--- src/rtl/rv_ctrl_pipe.sv ---
// rv_ctrl_pipe: pipelined control unit for the 5-stage RV32I core.
// Decodes the IF/ID instruction, carries the control bundle through
// ID/EX, EX/MEM and MEM/WB, and raises stall_o on data hazards.
// Optional macro RV_CTRL_FWD_EN: stall only on load-use and drive the
// EX operand forward selects; otherwise every RAW hazard stalls and the
// forward selects are tied to 00.
//
// Stall handshake: stall_o=1 means the instruction in IF/ID was not
// consumed this cycle; upstream must hold PC, instr_i and instr_vld_i
// unchanged until a cycle with stall_o=0. flush_i always wins and
// forces stall_o=0.
module rv_ctrl_pipe #(
    parameter int REG_AW    = 5,
    parameter int ALU_OP_W  = 2,
    parameter int RF_BYPASS = 1
) (
    input  logic                clk_i,
    input  logic                rst_n_i,
    input  logic [31:0]         instr_i,
    input  logic                instr_vld_i,
    input  logic                flush_i,
    output logic                stall_o,
    output logic                illegal_o,
    output logic                ex_branch_o,
    output logic [ALU_OP_W-1:0] ex_alu_op_o,
    output logic                ex_alu_src_o,
    output logic [REG_AW-1:0]   ex_rs1_o,
    output logic [REG_AW-1:0]   ex_rs2_o,
    output logic [REG_AW-1:0]   ex_rd_o,
    output logic                mem_mem_read_o,
    output logic                mem_mem_write_o,
    output logic                wb_reg_write_o,
    output logic                wb_mem_to_reg_o,
    output logic [REG_AW-1:0]   wb_rd_o,
    output logic [1:0]          fwd_a_o,
    output logic [1:0]          fwd_b_o
);

    localparam logic [6:0] OP_R     = 7'b0110011;
    localparam logic [6:0] OP_I_ALU = 7'b0010011;
    localparam logic [6:0] OP_LOAD  = 7'b0000011;
    localparam logic [6:0] OP_STORE = 7'b0100011;
    localparam logic [6:0] OP_BRANCH = 7'b1100011;

    // Unused register fields are carried as 0 so they never match a producer.
    typedef struct packed {
        logic              reg_write;
        logic              mem_to_reg;
        logic              mem_read;
        logic              mem_write;
        logic              alu_src;
        logic              branch;
        logic [1:0]        alu_op;
        logic [REG_AW-1:0] rs1;
        logic [REG_AW-1:0] rs2;
        logic [REG_AW-1:0] rd;
    } ex_ctrl_t;

    typedef struct packed {
        logic              reg_write;
        logic              mem_to_reg;
        logic              mem_read;
        logic              mem_write;
        logic [REG_AW-1:0] rd;
    } mem_ctrl_t;

    typedef struct packed {
        logic              reg_write;
        logic              mem_to_reg;
        logic [REG_AW-1:0] rd;
    } wb_ctrl_t;

    ex_ctrl_t  id_c, ex_d, ex_q;
    mem_ctrl_t mem_q;
    wb_ctrl_t  wb_q;
    logic      id_illegal;
    logic      hazard;

    logic [REG_AW-1:0] f_rs1, f_rs2, f_rd;
    assign f_rs1 = REG_AW'(instr_i[19:15]);
    assign f_rs2 = REG_AW'(instr_i[24:20]);
    assign f_rd  = REG_AW'(instr_i[11:7]);

    // funct3/funct7 do not affect the control bundle.
    logic unused_funct;
    assign unused_funct = &{1'b0, instr_i[14:12], instr_i[31:25]};

    // True when a writing producer's rd matches a consumer rs (x0 never matches).
    function automatic logic rd_hit(input logic rw, input logic [REG_AW-1:0] rd,
                                    input logic [REG_AW-1:0] rs);
        return rw && (rd != '0) && (rd == rs);
    endfunction

    // ID decode: opcode to control bundle; unknown opcodes become bubbles.
    always_comb begin
        id_c       = '0;
        id_illegal = 1'b0;
        if (instr_vld_i) begin
            case (instr_i[6:0])
                OP_R: begin
                    id_c.reg_write = 1'b1;
                    id_c.alu_op    = 2'b10;
                    id_c.rs1       = f_rs1;
                    id_c.rs2       = f_rs2;
                    id_c.rd        = f_rd;
                end
                OP_I_ALU: begin
                    id_c.reg_write = 1'b1;
                    id_c.alu_src   = 1'b1;
                    id_c.alu_op    = 2'b11;
                    id_c.rs1       = f_rs1;
                    id_c.rd        = f_rd;
                end
                OP_LOAD: begin
                    id_c.reg_write  = 1'b1;
                    id_c.mem_to_reg = 1'b1;
                    id_c.mem_read   = 1'b1;
                    id_c.alu_src    = 1'b1;
                    id_c.rs1        = f_rs1;
                    id_c.rd         = f_rd;
                end
                OP_STORE: begin
                    id_c.mem_write = 1'b1;
                    id_c.alu_src   = 1'b1;
                    id_c.rs1       = f_rs1;
                    id_c.rs2       = f_rs2;
                end
                OP_BRANCH: begin
                    id_c.branch = 1'b1;
                    id_c.alu_op = 2'b01;
                    id_c.rs1    = f_rs1;
                    id_c.rs2    = f_rs2;
                end
                default: id_illegal = 1'b1;
            endcase
        end
    end

`ifdef RV_CTRL_FWD_EN
    // Only a load in EX cannot be forwarded in time: stall on load-use.
    always_comb begin
        hazard = ex_q.mem_read &&
                 (rd_hit(ex_q.reg_write, ex_q.rd, id_c.rs1) ||
                  rd_hit(ex_q.reg_write, ex_q.rd, id_c.rs2));
    end

    // Forward select per EX operand: EX/MEM (01) has priority over MEM/WB (10).
    function automatic logic [1:0] fwd_sel(input logic [REG_AW-1:0] rs);
        if (rd_hit(mem_q.reg_write, mem_q.rd, rs))
            return 2'b01;
        else if (rd_hit(wb_q.reg_write, wb_q.rd, rs))
            return 2'b10;
        else
            return 2'b00;
    endfunction

    assign fwd_a_o = fwd_sel(ex_q.rs1);
    assign fwd_b_o = fwd_sel(ex_q.rs2);

    // With forwarding the register-file bypass setting has no effect.
    logic unused_bypass;
    assign unused_bypass = (RF_BYPASS != 0);
`else
    // Any in-flight writer of a used source register stalls ID.
    always_comb begin
        hazard = rd_hit(ex_q.reg_write, ex_q.rd, id_c.rs1)   ||
                 rd_hit(ex_q.reg_write, ex_q.rd, id_c.rs2)   ||
                 rd_hit(mem_q.reg_write, mem_q.rd, id_c.rs1) ||
                 rd_hit(mem_q.reg_write, mem_q.rd, id_c.rs2) ||
                 ((RF_BYPASS == 0) &&
                  (rd_hit(wb_q.reg_write, wb_q.rd, id_c.rs1) ||
                   rd_hit(wb_q.reg_write, wb_q.rd, id_c.rs2)));
    end

    assign fwd_a_o = 2'b00;
    assign fwd_b_o = 2'b00;
`endif

    // A flush or a stall both insert a bubble into EX; flush suppresses stall.
    assign stall_o   = rst_n_i & hazard & ~flush_i;
    assign illegal_o = rst_n_i & id_illegal;

    // ID/EX next value: bubble on stall or flush, otherwise the decoded bundle.
    always_comb begin
        ex_d = id_c;
        if (hazard || flush_i)
            ex_d = '0;
    end

    // Stage registers: advance every cycle, cleared to bubbles on reset.
    always_ff @(posedge clk_i or negedge rst_n_i) begin
        if (!rst_n_i) begin
            ex_q  <= '0;
            mem_q <= '0;
            wb_q  <= '0;
        end else begin
            ex_q  <= ex_d;
            mem_q <= '{reg_write: ex_q.reg_write, mem_to_reg: ex_q.mem_to_reg,
                       mem_read: ex_q.mem_read, mem_write: ex_q.mem_write,
                       rd: ex_q.rd};
            wb_q  <= '{reg_write: mem_q.reg_write, mem_to_reg: mem_q.mem_to_reg,
                       rd: mem_q.rd};
        end
    end

    // ALU op output is zero-extended beyond the two defined bits.
    always_comb begin
        ex_alu_op_o      = '0;
        ex_alu_op_o[1:0] = ex_q.alu_op;
    end

    assign ex_branch_o     = ex_q.branch;
    assign ex_alu_src_o    = ex_q.alu_src;
    assign ex_rs1_o        = ex_q.rs1;
    assign ex_rs2_o        = ex_q.rs2;
    assign ex_rd_o         = ex_q.rd;
    assign mem_mem_read_o  = mem_q.mem_read;
    assign mem_mem_write_o = mem_q.mem_write;
    assign wb_reg_write_o  = wb_q.reg_write;
    assign wb_mem_to_reg_o = wb_q.mem_to_reg;
    assign wb_rd_o         = wb_q.rd;

endmodule

--- config.mk ---
export PLATFORM = sky130hd
export DESIGN_NAME = rv_ctrl_pipe
export DESIGN_NICKNAME = d
export VERILOG_FILES = /design/src/rtl/rv_ctrl_pipe.sv
export SDC_FILE = /design/constraint.sdc
export NUM_CORES = 1
export LEC_CHECK = 0
export BUFFER_PORTS_ARGS = -buffer_cell sky130_fd_sc_hd__buf_4
export CAP_MARGIN = 40
export CORE_UTILIZATION = 50
export CTS_CLUSTER_DIAMETER = 100
export DETAILED_ROUTE_END_ITERATION = 10
export PLACE_DENSITY = 0.91
export SLEW_MARGIN = 5
export SYNTH_ARGS = -nofsm -noshare
export SYNTH_HDL_FRONTEND = slang
export SYNTH_SLANG_ARGS = --single-unit
--- constraint.sdc ---
create_clock -name clk_i -period 2.82 [get_ports clk_i]
set_input_delay 0.141 -clock clk_i [delete_from_list [all_inputs] [get_ports clk_i]]
set_output_delay 0.141 -clock clk_i [all_outputs]
set_load 0.01 [all_outputs]
After elaboration in Yosys (flattened, before gate mapping)
Cells that the tools add are included.
{ "totals": {"regBits": 39, "inputBits": 36, "wordCells": 60} }
{ "op_classes": {"eq_ne": 9, "muxes": 13, "bitwise": 4, "n_reduce_logical": 16} }
{ "op_table": {"columns": ["cell", "n"], "rows": [
  ["$mux W23", 2],
  ["$eq A5 B5 Y1", 4],
  ["$mux W5", 3],
  ["$eq A7 B6 Y1 const B", 2],
  ["$reduce_bool A5 Y1", 2],
  ["$reduce_or A3 Y1", 3],
  ["$eq A7 B2 Y1 const B", 1],
  ["$eq A7 B5 Y1 const B", 1],
  ["$eq A7 B7 Y1 const B", 1],
  ["$logic_and A1 B1 Y1", 6],
  ["$mux W1", 6],
  ["$pmux W2 S3", 1],
  ["$reduce_or A5 Y1", 1],
  ["$logic_or A1 B1 Y1", 4],
  ["$and A1 B1 Y1", 3],
  ["$mux W2", 1],
  ["$not A1 Y1", 1]
]} }

Logic depth before layout (Yosys ltp)
{ "depth": {"word_depth": 11, "depth_mapped": 9, "ltp_nobuf": 6} }

Worst setup path after synthesis
OpenSTA, ideal clock, no wires.
{ "synth_timing": {"path_kind": "register to register", "start": "reg ex_q, in the netlist ex_rd_o[3]", "end": "reg ex_q, in the netlist ex_rs1_o[0]", "setup_time_ns": 0.148, "arrival_ns": 2.028, "slack_ns": 0.644, "path_stages_with_launch": 9, "path_buffers": 2, "synth_period_minus_slack_ns": 2.176, "path_cell_list": "dfrtp_1 -> clkbuf_1 -> nor4bb_1 -> a31oi_1 -> or3b_2 -> a221oi_1 -> a2111o_1 -> buf_4 -> nor4b_2"} }
{ "synth_lines": {"columns": ["element", "line", "text"], "rows": [
  ["from (decl)", "73", "ex_ctrl_t id_c, ex_d, ex_q;"],
  ["from (signal assigned)", "193", "ex_q <= '0;"],
  ["from (signal assigned)", "197", "ex_q <= ex_d;"]
]} }

Worst setup path after layout
{ "layout_timing": {"start": "reg ex_q, in the netlist ex_rd_o[0]", "end": "out stall_o"} }
{ "layout_via": {"elab_chain_cells": 8, "word_cells_on_any_way": 11, "classes_between": "eq/ne: 2; bitwise: 2; reduce/logical: 7"} }
{ "layout_rtl": {"columns": ["element", "line", "text"], "rows": [
  ["$reduce_bool A5 Y1", "91", "return rw && (rd != '0) && (rd == rs);"],
  ["$logic_and A1 B1 Y1 (2 in a row)", "91", null],
  ["$logic_or A1 B1 Y1 (*)", "166", "hazard = rd_hit(ex_q.reg_write, ex_q.rd, id_c.rs1) ||"],
  ["$logic_or A1 B1 Y1 (*)", "167", "rd_hit(ex_q.reg_write, ex_q.rd, id_c.rs2) ||"],
  ["$logic_or A1 B1 Y1 (*)", "168", "rd_hit(mem_q.reg_write, mem_q.rd, id_c.rs1) ||"],
  ["$and A1 B1 Y1 (*) (2 in a row)", "180", "assign stall_o = rst_n_i & hazard & ~flush_i;"],
  ["to (decl)", "22", "output logic stall_o,"]
]} }
Mark *: on every way between the ends. The rest lies on a longest branch, timed or not.

==> results.json <==
{
  "hold_ws_ns": 0.0659,
  "num_vias": 1592,
  "syn_area_per_cell_sq_um": 10.7,
  "rrSetupSlack_ns": 0.41,
  "cts_sinks": 37,
  "ant_nets": 0,
  "skew_ns": 0.00933,
  "yosys.cell_types.count": 45,
  "relSlewSlack": 0.590,
  "path_class": "register to output port",
  "fin_area_sq_um": 2450,
  "grt_setup_unrepaired": "false",
  "cp_max_fo": 7,
  "fin_nets": 265,
  "die_h_um": 65.3,
  "synthTopCellsByCount": "dfrtp_1 (37), buf_4 (23), nor2_1 (20)",
  "routed_via_density": 5.73,
  "clk_pin_slew_ns": 0.07,
  "whs_endpoint": "ex_alu_src_o",
  "synth_edf_count": 0,
  "io_pins": 70,
  "syn_to_final_growth_pct": 22.3,
  "cp.depth": 7,
  "use_met1": 0.261,
  "status": "complete, no violations",
  "crit-reg2reg-launch": "ex_rd_o[0]",
  "yosysTopAreaCellShare": 0.462,
  "p_comb_frac": 0.088,
  "grt_pass1_vias": 1391,
  "crit_family": "simple AND/OR/NAND/NOR gates",
  "port_buffers": 55,
  "ys_warn_count": 0,
  "netlist_area_sq_um": 2000,
  "power_per_cell_area_nw_per_um2": 449,
  "end_kind": "output port",
  "worstPathArrival_ns": 2.46,
  "finalSetupTns_ns": 0,
  "drt-initial-drc-count": 80,
  "power_leakage_nw": 1.15,
  "clockPowerShare": 0.427,
  "critPathBufInv": 1,
  "clk_latency_ns": 0.29,
  "ys_ff_latch": 37,
  "drv_slew": 0,
  "gp_congestion": 0.892,
  "cts_max_level": 2,
  "use_met3": 0.0573,
  "worstMarginPinSlew_ns": 0.610,
  "ir_drop_mv": 0.362,
  "cts_tree": "done",
  "critPathMaxStageDelay_ns": 0.48,
  "cts-root-buf": "clkbuf_8",
  "critPathLaunchType": "register",
  "finalHoldViolCount": 0,
  "ys_seq_area_frac": 0.462,
  "hold_class": "primary input to register",
  "synth_ff_type": "dfrtp_1",
  "yosys.area.top_type": "dfrtp_1",
  "cpMaxStageDelayCell": "dfrtp_1",
  "dieArea_sq_um": 4270,
  "placed_area_sq_um": 2300,
  "first_pass_iters": 4,
  "min_from": "instr_i[5]",
  "path_cells": "nor4bb_2 -> a31oi_1 -> or3b_2 -> a221oi_1 -> a2111o_1 -> and3b_1 -> buf_4",
  "dieWidth_um": 65.3,
  "setup_violations": 0,
  "hold_depth": 2,
  "dp_hpwl_um": 2880,
  "core.rowCount": 22,
  "finalPower_mw": 1.10,
  "syn_inst": 188,
  "pwr-share-seq": 0.485,
  "wl_um": 4030,
  "grt-ovfl-total": 0,
  "p_sw_frac": 0.216,
  "cts_max_path_buffers": 2,
  "core_sq_um": 3740,
  "numCtsBuffers": 5,
  "yosysMostFrequentCell": "dfrtp_1",
  "wl_per_cell_um": 14.5,
  "crit_required_ns": 2.68,
  "remaining_drc_errors": 0,
  "rr_endpoint": "ex_rs2_o[1]",
  "p_int_mw": 0.862,
  "diodes": 0,
  "finalCritPeriodShare": 0.922,
  "fin_crit_ns": 2.60,
  "grt_pass1_wl_um": 6590,
  "busiest_layer": "met2",
  "timing.max_cap.violations": 0,
  "synthTopCellsByArea": "dfrtp_1 (46%), buf_4 (8.6%), nor4b_2 (6.0%)",
  "grt_use_total": 0.205,
  "drive_gt1_frac": 0.378,
  "grt_antenna_before_repair": 0,
  "initial_core_util": 0.535,
  "r2r_cells": 8,
  "fmax_mhz": 385,
  "use_met2": 0.335,
  "p_switching_mw": 0.237,
  "async_flop_share": 1.00,
  "grt_max_degree": 40
}
## per-layer routing
metal,vias to the layer above,wire length [um]
met5,-,0
met4,0,78
met3,9,284
met2,69,1980
met1,771,1690
li1,743,-
## flip-flops by register name, indices dropped and copies added (netlist names)
name,flops
ex_rs1_o,5
ex_rs2_o,5
ex_rd_o,5
ex_q,3
wb_rd_o,5
mem_mem_read_o,1
ex_alu_src_o,1
ex_alu_op_o,2
ex_branch_o,1
mem_q,6
wb_mem_to_reg_o,1
mem_mem_write_o,1
wb_reg_write_o,1
## repair_timing
item	4_1_cts	5_1_grt
resized for setup	0	2
setup endpoints to repair	0	1
hold buffers	1	0
buffers inserted	0	2
hold endpoints to repair	37	0
## how the worst max path moves through the flow
stage | start | to
detailed placement | instr_i[2] | ex_rs2_o[1]
global placement | instr_i[2] | ex_rs2_o[1]
finish | ex_rd_o[0] | stall_o
global route | ex_rd_o[0] | stall_o
floorplan | ex_rd_o[3] | ex_rs1_o[0]
CTS | ex_rd_o[3] | stall_o
## logic make-up after synthesis
kind of cell | after synthesis | synth area share
buf+inv | 31 | 0.106
xor+xnor | 12 | 0.0524
other cells | 1 | 0.00187
simple gates | 75 | 0.255
compound gates | 32 | 0.123
flops | 37 | 0.462
## power groups by stage
stage	Sequential, mW	Clock (mW)	Combinational (mW)
finish	0.533	0.469	0.0968
global route	0.533	0.503	0.107
CTS	0.533	0.474	0.0963
detailed placement	0.543	0	0.0947
global placement	0.543	0	0.0924
floorplan	0.543	0	0.0435
## placed cells by master, fill, tap and decap left out, types with 3 or more instances in the layout
master,synthesis,routed
a22oi_1,3,3
o22ai_1,4,4
buf_4,23,60
a31oi_1,4,4
nor3_1,5,5
nand2_1,9,9
clkbuf_8,0,6
nor4bb_1,4,3
nand3b_1,4,4
dfrtp_1,37,36
xor2_1,4,4
nand3_1,5,5
o21ai_0,5,5
conb_1,1,4
o2111ai_1,5,5
xnor2_1,8,8
nor2_1,20,20
or3_1,3,3
nor4b_2,8,8
## final cells by class
| class | instances | area [sq um] |
|---|---|---|
| Clock buffer | 7 | 86.3 |
| Clock inverter | 1 | 30.0 |
| Fill cell | 301 | 1290 |
| Inverter | 1 | 3.75 |
| Multi-Input combinational cell | 123 | 883 |
| Sequential cell | 37 | 927 |
| Tap cell | 48 | 60.1 |
| Timing Repair Buffer | 61 | 460 |
## through the flow
| stage | instances | worst slack (ns) | utilization |
|---|---|---|---|
| 2_1_floorplan | 191 | 0.644 | - |
| 3_3_place_gp | 267 | 0.418 | 0.615 |
| 3_5_place_dp | 267 | 0.375 | 0.615 |
| 4_1_cts | 276 | 0.0203 | 0.649 |
| 5_1_grt | 278 | 0.0643 | 0.655 |
| 6_report | 278 | 0.220 | 0.655 |
Power figures use the tool's default switching activity.
